<file path="src/rtl/des_pkg.sv">
// des_pkg: shared constants, the folded DES S-box table and the engine
// state type for the S-box substitution engine.
//   DES_SBOX_IN_W / DES_SBOX_OUT_W / DES_SBOX_NUM : word widths and box count
//   DES_SBOX_TABLE[box][idx]                      : 4-bit S-box value, idx is the raw 6-bit chunk
//   sbox_state_t                                  : IDLE / RUN / HOLD
//   sbox_chunk()                                  : extract the 6-bit chunk feeding a given box
package des_pkg;

  localparam int DES_SBOX_IN_W  = 48;
  localparam int DES_SBOX_OUT_W = 32;
  localparam int DES_SBOX_NUM   = 8;

  // Textbook layout: [box][row][col], leftmost nibble of each row is column 0.
  typedef logic [0:7][0:3][0:15][3:0] sbox_std_t;
  // Folded layout: [box][raw 6-bit chunk].
  typedef logic [0:7][0:63][3:0]      sbox_tab_t;

  localparam sbox_std_t DES_SBOX_STD = {
    64'hE4D12FB83A6C5907, 64'h0F74E2D1A6CB9538, 64'h41E8D62BFC973A50, 64'hFC8249175B3EA06D,
    64'hF18E6B34972DC05A, 64'h3D47F28EC01A69B5, 64'h0E7BA4D158C6932F, 64'hD8A13F42B67C05E9,
    64'hA09E63F51DC7B428, 64'hD70934A6285ECBF1, 64'hD6498F30B12C5AE7, 64'h1AD069874FE3B52C,
    64'h7DE3069A1285BC4F, 64'hD8B56F03472C1AE9, 64'hA690CB7DF13E5284, 64'h3F06A1D8945BC72E,
    64'h2C417AB6853FD0E9, 64'hEB2C47D150FA3986, 64'h421BAD78F9C5630E, 64'hB8C71E2D6F09A453,
    64'hC1AF92680D34E75B, 64'hAF427C9561DE0B38, 64'h9EF528C3704A1DB6, 64'h432C95FABE17608D,
    64'h4B2EF08D3C975A61, 64'hD0B7491AE35C2F86, 64'h14BDC37EAF680592, 64'h6BD814A7950FE23C,
    64'hD2846FB1A93E50C7, 64'h1FD8A374C56B0E92, 64'h7B419CE2063ADF35, 64'h21E74A8DFC90356B
  };

  // Row is {b5,b0}, column is b4..b1; folding it here lets the datapath
  // index the table with the raw chunk.
  function automatic sbox_tab_t fold_sbox(input sbox_std_t std);
    sbox_tab_t  tab;
    logic [5:0] ix;
    tab = '0;
    for (int s = 0; s < 8; s++) begin
      for (int i = 0; i < 64; i++) begin
        ix        = 6'(i);
        tab[s][i] = std[s][{ix[5], ix[0]}][ix[4:1]];
      end
    end
    return tab;
  endfunction

  localparam sbox_tab_t DES_SBOX_TABLE = fold_sbox(DES_SBOX_STD);

  typedef enum logic [1:0] {
    IDLE = 2'd0,
    RUN  = 2'd1,
    HOLD = 2'd2
  } sbox_state_t;

  // Chunk i occupies data[47-6i -: 6] and feeds S(i+1).
  function automatic logic [5:0] sbox_chunk(input logic [47:0] data, input logic [2:0] box);
    int base;
    base = 47 - 6 * int'(box);
    return data[base -: 6];
  endfunction

endpackage

</file>
<file path="src/rtl/des_sbox_engine_lut.sv">
// des_sbox_lut: combinational 6->4 lookup into DES_SBOX_TABLE.
// The box used is SBOX_IDX + grp_i*STRIDE (mod 8), so one lane can serve
// every box it is responsible for across the groups of a word. With
// STRIDE=8 (single group) it is a plain fixed S(SBOX_IDX+1) lookup.
//   grp_i   : current group number
//   chunk_i : raw 6-bit chunk
//   nib_o   : substituted nibble
module des_sbox_lut
  import des_pkg::*;
#(
  parameter int SBOX_IDX = 0,
  parameter int STRIDE   = 8
) (
  input  logic [2:0] grp_i,
  input  logic [5:0] chunk_i,
  output logic [3:0] nib_o
);

  if (SBOX_IDX < 0 || SBOX_IDX > 7) begin : g_idx_check
    $error("des_sbox_lut: SBOX_IDX must be 0..7");
  end

  logic [2:0] box_s;

  // Select the box for this group and look up the nibble.
  always_comb begin
    box_s = 3'(SBOX_IDX + int'(grp_i) * STRIDE);
    nib_o = DES_SBOX_TABLE[box_s][chunk_i];
  end

endmodule

</file>
<file path="src/rtl/des_sbox_engine.sv">
// des_sbox_engine: DES S-box substitution layer (S1..S8), 48-bit in,
// 32-bit out, LANES boxes evaluated per cycle over GROUPS = 8/LANES cycles.
// Valid/ready on both sides; the result is held until consumed.
//   clk, rst_n           : clock, synchronous active-low reset
//   in_valid/in_ready    : input handshake, in_data sampled only on accept
//   out_valid/out_ready  : output handshake, out_data registered and held
//   busy                 : high while in RUN or HOLD
// Optional: define DES_SBOX_PARITY_EN to add out_parity (XOR of out_data).
module des_sbox_engine
  import des_pkg::*;
#(
  parameter int LANES = 8
) (
  input  logic        clk,
  input  logic        rst_n,
  input  logic        in_valid,
  output logic        in_ready,
  input  logic [47:0] in_data,
  output logic        out_valid,
  input  logic        out_ready,
  output logic [31:0] out_data,
  output logic        busy
`ifdef DES_SBOX_PARITY_EN
  ,
  output logic        out_parity
`endif
);

  localparam int GROUPS = 8 / LANES;

  if (!(LANES == 1 || LANES == 2 || LANES == 4 || LANES == 8)) begin : g_lanes_check
    $error("des_sbox_engine: LANES must be 1, 2, 4 or 8");
  end

  sbox_state_t state_q;
  logic [2:0]  cnt_q;     // last group written for the current word
  logic [47:0] op_q;
  logic [31:0] data_q;
  logic        valid_q;
  logic        busy_q;
`ifdef DES_SBOX_PARITY_EN
  logic        parity_q;
`endif

  logic        rdy_s;
  logic        accept_s;
  logic        last_s;
  logic [2:0]  grp_s;
  logic [47:0] src_s;
  logic [31:0] res_s;
  logic [5:0]  chunk_s [LANES];
  logic [3:0]  nib_s   [LANES];

  // Ready per state; forced low while reset is asserted.
  always_comb begin
    case (state_q)
      IDLE:    rdy_s = 1'b1;
      RUN:     rdy_s = 1'b0;
      HOLD:    rdy_s = out_ready;
      default: rdy_s = 1'b0;
    endcase
    in_ready = rst_n & rdy_s;
    accept_s = in_ready & in_valid;
  end

  // Group selection and lane operand routing. On an accept edge group 0
  // is taken straight from in_data since the operand register is loading.
  always_comb begin
    logic [2:0] box;
    grp_s  = accept_s ? 3'd0 : (cnt_q + 3'd1);
    src_s  = accept_s ? in_data : op_q;
    last_s = (grp_s == 3'(GROUPS - 1));
    res_s  = data_q;
    for (int j = 0; j < LANES; j++) begin
      box        = 3'(int'(grp_s) * LANES + j);
      chunk_s[j] = sbox_chunk(src_s, box);
      res_s[31 - 4 * int'(box) -: 4] = nib_s[j];
    end
  end

  for (genvar j = 0; j < LANES; j++) begin : g_lane
    des_sbox_lut #(
      .SBOX_IDX (j),
      .STRIDE   (LANES)
    ) u_lut (
      .grp_i   (grp_s),
      .chunk_i (chunk_s[j]),
      .nib_o   (nib_s[j])
    );
  end

  // Engine FSM with registered outputs.
  always_ff @(posedge clk) begin
    if (!rst_n) begin
      state_q  <= IDLE;
      cnt_q    <= 3'd0;
      op_q     <= 48'd0;
      data_q   <= 32'd0;
      valid_q  <= 1'b0;
      busy_q   <= 1'b0;
`ifdef DES_SBOX_PARITY_EN
      parity_q <= 1'b0;
`endif
    end else begin
      case (state_q)
        IDLE: begin
          if (accept_s) begin
            op_q     <= in_data;
            cnt_q    <= 3'd0;
            data_q   <= res_s;
`ifdef DES_SBOX_PARITY_EN
            parity_q <= ^res_s;
`endif
            busy_q   <= 1'b1;
            if (GROUPS == 1) begin
              state_q <= HOLD;
              valid_q <= 1'b1;
            end else begin
              state_q <= RUN;
              valid_q <= 1'b0;
            end
          end
        end
        RUN: begin
          data_q   <= res_s;
`ifdef DES_SBOX_PARITY_EN
          parity_q <= ^res_s;
`endif
          cnt_q    <= grp_s;
          if (last_s) begin
            state_q <= HOLD;
            valid_q <= 1'b1;
          end
        end
        HOLD: begin
          if (out_ready) begin
            if (in_valid) begin
              // Simultaneous consume and accept; with one group the next
              // result is complete on this same edge.
              op_q     <= in_data;
              cnt_q    <= 3'd0;
              data_q   <= res_s;
`ifdef DES_SBOX_PARITY_EN
              parity_q <= ^res_s;
`endif
              if (GROUPS == 1) begin
                state_q <= HOLD;
                valid_q <= 1'b1;
              end else begin
                state_q <= RUN;
                valid_q <= 1'b0;
              end
            end else begin
              state_q <= IDLE;
              valid_q <= 1'b0;
              busy_q  <= 1'b0;
            end
          end
        end
        default: begin
          state_q <= IDLE;
          valid_q <= 1'b0;
          busy_q  <= 1'b0;
        end
      endcase
    end
  end

  assign out_valid  = valid_q;
  assign out_data   = data_q;
  assign busy       = busy_q;
`ifdef DES_SBOX_PARITY_EN
  assign out_parity = parity_q;
`endif

endmodule

</file>
<file path="config.mk">
export PLATFORM = sky130hd
export DESIGN_NAME = des_sbox_engine
export DESIGN_NICKNAME = d
export VERILOG_FILES = /design/src/rtl/des_pkg.sv /design/src/rtl/des_sbox_engine_lut.sv /design/src/rtl/des_sbox_engine.sv
export SDC_FILE = /design/constraint.sdc
export NUM_CORES = 1
export LEC_CHECK = 0
export BUFFER_PORTS_ARGS = -buffer_cell sky130_fd_sc_hd__buf_2
export CORE_UTILIZATION = 45
export CTS_CLUSTER_DIAMETER = 120
export DETAILED_ROUTE_END_ITERATION = 6
export GPL_TIMING_DRIVEN = 0
export PLACE_DENSITY = 0.66
export SETUP_SLACK_MARGIN = 0.4
export SYNTH_ARGS = -nofsm -noshare
export SYNTH_HDL_FRONTEND = slang
export SYNTH_SLANG_ARGS = --single-unit
</file>
<file path="constraint.sdc">
create_clock -name clk -period 4.8 [get_ports clk]
set_input_delay 0.24 -clock clk [delete_from_list [all_inputs] [get_ports clk]]
set_output_delay 0.24 -clock clk [all_outputs]
set_load 0.05 [all_outputs]
</file>
==> results.yml, run 1 <==
cts:
  cts_buffers: 9
  tritoncts: "built"
  htreeDepth: 3
  clk_path_buf_depth: 2
  cts_root_buf: "clkbuf_16"
  cts.reportedPaths.clkPinSlew_ns: 0.08
  cts_num_sinks: 82
  clk_latency_ns: 0.36
setup_path:
  crit_chain: "and2b_4 -> nor2_4 -> buf_6 -> buf_8 -> buf_6 -> clkbuf_4 -> buf_6 -> nor2_1 -> a21o_1 -> ha_1 -> clkbuf_1 -> clkbuf_2 -> nor2_1 -> a221oi_1 -> o31ai_1 -> a32oi_1 -> o32ai_1"
  rr_worst_depth: 17
  r2r_start: "out_valid"
  critPathArrivalTime_ns: 4.40
  required_ns: 5.03
  cpMostUsedCell: "buf_6"
  crit_end: "out_data[31]"
  critPathLaunchType: "flip-flop"
  reg2reg_to: "out_data[31]"
  cp-startpoint: "out_valid"
  crit_fanout: 10
  endpoint_kind: "flip-flop"
  r2r_slack_ns: 0.63
  path_class: "reg -> reg"
  cpPeakStageDelay_ns: 0.39
  cp_slowest_cell: "dfxtp_1"
pwr:
  power_leakage_nw: 4.23
  p_per_area_mw_per_mm2: 257
  ir_drop_mv: 0.146
yosys:
  synth-edff-count: 0
  synth.top_cell.area_share: 0.167
  synth_top_area_cell: "dfxtp_1"
  synth.area.top_cells: "dfxtp_1, nand2_1, ha_1"
  async_reset_ff_frac: 0
  syn_avg_cell_area_um2: 6.97
  synth_seq_area_share: 0.167
  syn_nets: 1524
  synth.distinct_cells: 81
  synthCells: 1413
  synth_area_mm2: 0.00985
  synth_seq_cells: 82
  synthFlopType: "dfxtp_1"
  yosys_warnings: 0
route:
  via_per_inst: 6.63
  vias: 11800
  ant_nets: 0
  wl_per_cell_um: 23.3
  drtPass1Iterations: 6
  drt_iter0_drc: 1411
  routed_wl_um: 41500
  drt_drc_violations_left: 0
die:
  dieWidth_um: 150
  start_util: 0.464
  fp.dieH_um: 150
  die_area_mm2: 0.0225
  rows: 53
  boundaryPins: 87
  design.core.area_mm2: 0.0212
sta:
  min_period_ns: 4.17
  fin_tns_setup_ns: 0
  fin_crit_sh: 0.869
  hold_viol: 0
  slew_violations: 0
  max_freq_ghz: 0.240
  fin_skew_ns: 0.00875
  rsz0062_at_grt: "no"
  final-setup-viol-count: 0
  tightestPinTransition_ns: 1.14
  slew-limit-headroom: 0.238
min_path:
  hold_start: "in_data[24]"
  worstHoldPathType: "in -> reg"
global_route:
  grt_antenna_before_repair: 3
  grt_use_met3: 0.0942
  grt_start_max_net_pins: 16
  grt_pass1_vias: 10500
  overflow: 0
  grt_first_pass_wirelength_um: 62600
  busiest_layer: "met2"
  met1_usage: 0.514
  grtUsageMet2: 0.532
  grt_usage: 0.369
final_layout:
  fillers: 2181
  fin_util: 0.513
  ff_latch_area_mm2: 0.00164
  layout-drive-gt1-share: 0.132
  finish.net_count: 1610
  multi_input_area_mm2: 0.00748
  syn_to_final_growth_pct: 10.4
place:
  portBuffers: 75
  gp_congestion: 1.00
  dp_hpwl_um: 29800
job:
  drv_cap: 0
status:
  run_status: "complete, no violations"
Yosys cell counts (19+ instances only):
master	number
dfxtp_1	82
buf_2	45
ha_1	59
o211ai_1	35
xnor2_1	21
a211oi_1	43
nand3_1	47
nor3_1	40
mux2i_1	45
clkbuf_1	64
nand2_1	227
a21oi_1	126
inv_1	36
nor2_1	88
a31oi_1	27
nand2b_1	19
o21ai_0	82
metrics by stage:
stage / total power [mW] / instance area [µm²] / cells / hold slack [ns] / setup slack, ns
5_1_grt: 2.92 / 10900 / 1780 / 0.133 / 0.455
3_5_place_dp: 2.05 / 10600 / 1763 / 0.463 / 0.223
3_3_place_gp: 2.06 / 10600 / 1763 / 0.448 / 0.200
4_1_cts: 2.75 / 10800 / 1779 / 0.125 / 0.426
6_report: 2.79 / 10900 / 1781 / 0.126 / 0.628
2_1_floorplan: 1.69 / 9850 / 1413 / 0.360 / 1.11
what timing repair did:
action / in CTS / in global routing
endpoints found under the hold margin: 0 / 0
endpoints found under the setup margin: 1 / 6
gates resized for setup: 1 / 11
hold buffers: 0 / 0
setup buffers: 0 / 0
power by group:
| part | internal [mW] | switching, mW | total (mW) |
|---|---|---|---|
| sequential | 0.738 | 0.0489 | 0.787 |
| clock | 0.355 | 0.353 | 0.708 |
| combinational | 0.416 | 0.880 | 1.30 |
| total | 1.51 | 1.28 | 2.79 |
cell usage in the layout (no fill, tap or decap), types with 17 or more instances in the layout:
master / count
nand2_1: 227
a21oi_1: 126
buf_2: 119
nor2_1: 88
o21ai_0: 82
dfxtp_1: 82
clkbuf_1: 61
ha_1: 59
nand3_1: 47
mux2i_1: 43
a211oi_1: 43
nor3_1: 40
inv_1: 35
o211ai_1: 35
a31oi_1: 27
xnor2_1: 21
nand2b_1: 19
mux2_2: 17
nor4_1: 17
per-layer routing:
metal  share of wire  wire, µm
met1            0.43     17900
met2            0.42     17500
met3            0.11      4470
met4           0.041      1690
met5         0.00034        14
how the worst min path moves through the flow:
stage / end / cells after the start / slack, ns
floorplan: out_data[31] / 1 / 0.36
global placement: op_q[46] / 2 / 0.45
detailed placement: op_q[24] / 2 / 0.46
CTS: op_q[24] / 3 / 0.13
global route: out_data[31] / 2 / 0.13
finish: op_q[24] / 3 / 0.13
cell type report:
type                       count  share of cell area
buffer                       125              0.0561
inverter                      38              0.0131
sequential                    82               0.151
multi-input combinational   1168               0.688
clock buffer                   9              0.0207
antenna                        2            0.000460
tap                          275              0.0316
timing repair buffer          75              0.0345
clock inverter                 7             0.00483
state kept, by name, summed over array words and instances (netlist names):
register   count
out_valid      1
op_q          48
out_data      32
busy           1
critical path, delay by kind of cell (launching register included):
| family | cells | cell delay [ns] |
|---|---|---|
| compound gates | 5 | 1.02 |
| fa+ha+maj | 1 | 0.29 |
| buf+inv | 7 | 1.81 |
| flops | 1 | 0.39 |
| simple gates | 4 | 0.51 |
logic make-up after synthesis:
group                    after synthesis  synth area share
buffers and inverters                163            0.0754
AND/OR/NAND/NOR                      529             0.249
flip-flops                            82             0.167
XOR/XNOR                              28            0.0249
multiplexers                          74            0.0859
adder cells (fa/ha/maj)               59            0.0749
AO/OA/AOI/OAI                        478             0.323
(Power assumes the default switching activity.)
==> run 2: changes to the inputs <==
Settings changed: BUFFER_PORTS_ARGS -buffer_cell sky130_fd_sc_hd__buf_2 to default, CAP_MARGIN from default to 40, DONT_BUFFER_PORTS from default to 1, PLACE_DENSITY 0.66 to default, PLACE_DENSITY_LB_ADDON from default to 0.2.
==> run 2 against run 1 <==
Highest routed layer is now met4. Maximum frequency down 1.6%. Largest cell class unchanged. Critical path depth down 2. Sequential cell count unchanged. Critical path type unchanged.
==> results.yml, run 2 (same netlist as run 1, synthesis figures left out) <==
status:
  run_status: "complete, no violations"
min_path:
  hold_start: "in_data[1]"
  worstHoldPathType: "in -> reg"
  hold_depth: 2
pwr:
  p_per_area_mw_per_mm2: 256
  power_mw: 2.70
  ir_drop_mv: 0.167
  power_leakage_nw: 3.93
final_layout:
  final_common_cell: "nand2_1"
  layout_common_cells: "nand2_1, a21oi_1, nor2_1"
  fin_util: 0.496
  finish.net_count: 1538
  regMostFlops: "op_q"
  syn_to_final_growth_pct: 6.83
  diodes: 0
  layout-drive-gt1-share: 0.0887
  stdcell_count: 1707
  largest_reg_flops: 48
setup_path:
  critPathArrivalTime_ns: 4.51
  required_ns: 5.08
  r2r_slack_ns: 0.56
  r2r_start: "out_valid"
  crit_fanout: 10
  cp-startpoint: "out_valid"
  crit_end: "out_data[28]"
  endpoint_kind: "flip-flop"
  path_class: "reg -> reg"
  reg2reg_to: "out_data[28]"
  critPathLaunchType: "flip-flop"
  rr_worst_depth: 15
die:
  boundaryPins: 87
  design.core.area_mm2: 0.0212
  rows: 53
  fp.dieH_um: 150
  dieWidth_um: 150
  die_area_mm2: 0.0225
  start_util: 0.464
place:
  portBuffers: 0
  place_inst: 1690
  gp_congestion: 1.02
  dp_hpwl_um: 29700
sta:
  rsz0062_at_grt: "no"
  holdWs_ns: 0.00317
  tightestPinTransition_ns: 0.988
  slew_violations: 0
  slew-limit-headroom: 0.341
  hold_viol: 0
  min_period_ns: 4.24
  max_freq_ghz: 0.236
  fin_crit_sh: 0.883
  fin_tns_setup_ns: 0
  final-setup-viol-count: 0
  fin_skew_ns: 0.00985
cts:
  cts_root_buf: "clkbuf_16"
  cts_num_sinks: 82
  tritoncts: "built"
  cts.reportedPaths.clkPinSlew_ns: 0.07
  htreeDepth: 3
  clk_path_buf_depth: 2
  clk_latency_ns: 0.36
  cts_buffers: 9
  post_cts_buffers: 0
route:
  drt_iter0_drc: 1189
  ant_nets: 0
  vias: 11500
  via_per_inst: 6.72
  drtPass1Iterations: 5
  drt_drc_violations_left: 0
  routed_wl_um: 41200
  wl_per_cell_um: 24.1
global_route:
  grt_pass1_vias: 10600
  overflow: 0
  grt_start_max_net_pins: 14
  grt_antenna_before_repair: 0
  grt_usage: 0.366
  grt_first_pass_wirelength_um: 62500
job:
  drv_cap: 0
[run 2: area by class of cell]
class	instances	area, µm²
fill	2212	10700
multi-input combinational	1168	7480
sequential	82	1640
buffer	125	611
tap	275	344
clock buffer	12	246
inverter	38	143
timing repair buffer	3	32.5
clock inverter	4	27.5
[run 2: worst max-delay path, cell delays in order, from the launching register on]
cell      delay (ns)
dfxtp_2         0.46
and2b_4         0.29
nor2_4          0.14
buf_6           0.21
buf_8           0.22
buf_6           0.23
buf_2           0.31
buf_6           0.27
mux2i_2         0.42
ha_1            0.30
clkbuf_2        0.19
clkbuf_2        0.23
xor2_1          0.19
o32ai_1         0.27
o32ai_1         0.15
a211oi_1        0.25
[run 2: repair_timing]
action / CTS / global route
hold buffers: 1 / 0
endpoints found under the hold margin: 1 / 0
resized for setup: 5 / 10
endpoints found under the setup margin: 9 / 8
[run 2: power breakdown]
| part | leakage [nW] | total (mW) | switching (mW) | internal [mW] |
|---|---|---|---|---|
| clock network | 0.125 | 0.683 | 0.318 | 0.365 |
| logic | 3.13 | 1.10 | 0.719 | 0.385 |
| registers | 0.679 | 0.913 | 0.175 | 0.738 |
[run 2: stage by stage]
| stage | cell area, µm² | worst slack [ns] |
|---|---|---|
| 6_report | 10500 | 0.562 |
| 5_1_grt | 10500 | 0.401 |
| 4_1_cts | 10500 | 0.451 |
| 3_5_place_dp | 10200 | 0.0268 |
| 3_3_place_gp | 10200 | 0.0284 |
| 2_1_floorplan | 9850 | 1.11 |
[run 2: how the worst min path moves through the flow]
stage / end / slack, ns
global route: op_q[0] / 0.007
global placement: out_data[31] / 0.36
finish: op_q[1] / 0.003
CTS: op_q[36] / 0.002
detailed placement: out_data[31] / 0.37
floorplan: out_data[31] / 0.36
[run 2: per-layer routing]
layer  GRT usage  share of wire
met5           0              0
met1       0.470           0.41
met3       0.114           0.12
met2       0.553           0.43
met4       0.171          0.047
==> run 3: changes to the inputs <==
==> constraint.sdc (replaced) <==
create_clock -name clk -period 4.8 [get_ports clk]
set_input_delay 0.24 -clock clk [delete_from_list [all_inputs] [get_ports clk]]
set_output_delay 0.24 -clock clk [all_outputs]
set_load 0.02 [all_outputs]
==> run 3 against run 2 <==
Combinational power about the same. Sequential share of layout area about the same. Cell area rose by 0.12%. Final cell count is essentially flat. Die area unchanged. Core utilization up 0.059 points. Global-route usage did not move. Routed wire length down 0.15%. Sequential cell count unchanged. Sequential power down 8.3%. Via count is 0.63% higher. Register-to-register slack is essentially flat. Critical endpoint is now out_data[8]. Largest cell class unchanged. Highest routed layer unchanged.
==> results.yml, run 3 (same netlist as run 1, synthesis figures left out) <==
final_layout:
  finish.net_count: 1538
  largest_reg_flops: 48
  syn_to_final_growth_pct: 6.96
  regMostFlops: "op_q"
  final_common_cell: "nand2_1"
  layout-drive-gt1-share: 0.0880
  layout_common_cells: "nand2_1, a21oi_1, nor2_1"
sta:
  min_period_ns: 4.24
  hold_viol: 0
  final-setup-viol-count: 0
  slew-limit-headroom: 0.362
  fin_crit_sh: 0.883
  fin_skew_ns: 0.00943
  rsz0062_at_grt: "no"
  max_freq_ghz: 0.236
  tightestPinTransition_ns: 0.957
  slew_violations: 0
  fin_tns_setup_ns: 0
die:
  fp.dieH_um: 150
  start_util: 0.464
  dieWidth_um: 150
  boundaryPins: 87
  die_area_mm2: 0.0225
  rows: 53
  design.core.area_mm2: 0.0212
setup_path:
  required_ns: 5.05
  r2r_slack_ns: 0.56
  endpoint_kind: "flip-flop"
  crit_fanout: 10
  critPathLaunchType: "flip-flop"
  critPathArrivalTime_ns: 4.49
  reg2reg_to: "out_data[8]"
  path_class: "reg -> reg"
  rr_worst_depth: 16
  r2r_start: "out_valid"
min_path:
  hold_start: "in_data[1]"
  hold_depth: 2
  min_to: "op_q[1]"
  worstHoldPathType: "in -> reg"
route:
  drt_iter0_drc: 1131
  via_per_inst: 6.76
  routed_wl_um: 41100
  vias: 11500
  drtPass1Iterations: 5
  wl_per_cell_um: 24.1
  ant_nets: 0
  drt_drc_violations_left: 0
pwr:
  power_leakage_nw: 3.93
  power_mw: 2.62
  p_per_area_mw_per_mm2: 249
  ir_drop_mv: 0.165
cts:
  tritoncts: "built"
  cts_num_sinks: 82
  clk_path_buf_depth: 2
  cts_buffers: 9
  cts.reportedPaths.clkPinSlew_ns: 0.07
  post_cts_buffers: 0
  htreeDepth: 3
  clk_latency_ns: 0.36
  cts_root_buf: "clkbuf_16"
global_route:
  grt_first_pass_wirelength_um: 62500
  overflow: 0
  grt_pass1_vias: 10600
  grt_start_max_net_pins: 14
  grt_antenna_before_repair: 0
  grt_usage: 0.366
job:
  drv_cap: 0
place:
  dp_hpwl_um: 29700
  gp_congestion: 1.02
  portBuffers: 0
status:
  run_status: "complete, no violations"
run 3: changes by cell type in the layout (fill, tap and decap cells not counted), sizes merged:
cell    previous run  this run
buf               63        62
clkbuf            76        77
diode              0         1
run 3: repair_timing:
action	4_1_cts	5_1_grt
resized for setup	5	10
setup endpoints to repair	5	10
hold buffers	1	0
hold endpoints to repair	1	0
run 3: worst max path at each step:
stage	from	endpoint	slack, ns	depth (start not counted)
finish	out_valid	out_data[8]	0.56	16
detailed placement	out_valid	out_data[31]	0.19	16
global placement	out_valid	out_data[31]	0.19	16
floorplan	out_valid	out_data[31]	1.29	16
global route	out_valid	out_data[31]	0.41	17
CTS	out_valid	out_data[31]	0.40	16
run 3: worst max-delay path: stages, from the launching register on:
cell and delay (ns):
dfxtp_1 0.49, and2b_4 0.32, nor2_4 0.14, buf_6 0.21
buf_8 0.22, buf_6 0.23, clkbuf_4 0.28, buf_6 0.26
mux2i_2 0.38, ha_1 0.29, clkbuf_2 0.23, inv_2 0.21
a2bb2oi_1 0.22, a211oi_1 0.07, nor4_1 0.28, a21oi_1 0.08
a22o_1 0.20
run 3: metrics by stage:
step | worst slack (ns) | hold WS, ns | utilization | cells | cell area (µm²)
finish | 0.563 | 0.00321 | 0.497 | 1708 | 10500
global route | 0.411 | 0.00705 | 0.496 | 1707 | 10500
CTS | 0.403 | 0.00161 | 0.495 | 1707 | 10500
detailed placement | 0.185 | 0.374 | 0.481 | 1690 | 10200
global placement | 0.187 | 0.365 | 0.480 | 1688 | 10200
floorplan | 1.29 | 0.360 | - | 1413 | 9850
run 3: final cells by class:
type,instances,area [µm²]
sequential,82,1640
clock buffer,12,246
tap,275,344
timing repair buffer,3,32.5
multi-input combinational,1168,7490
fill,2212,10700
buffer,125,613
inverter,38,143
clock inverter,4,27.5
antenna,1,2.50
run 3: routing by layer:
metal / part of all wire / track usage
met5: 0 / 0
met4: 0.047 / 0.171
met3: 0.12 / 0.114
met2: 0.43 / 0.553
met1: 0.41 / 0.470
run 3: where the power goes:
part	internal [mW]	switching [mW]
combinational	0.386	0.718
clock	0.365	0.315
sequential	0.738	0.0980
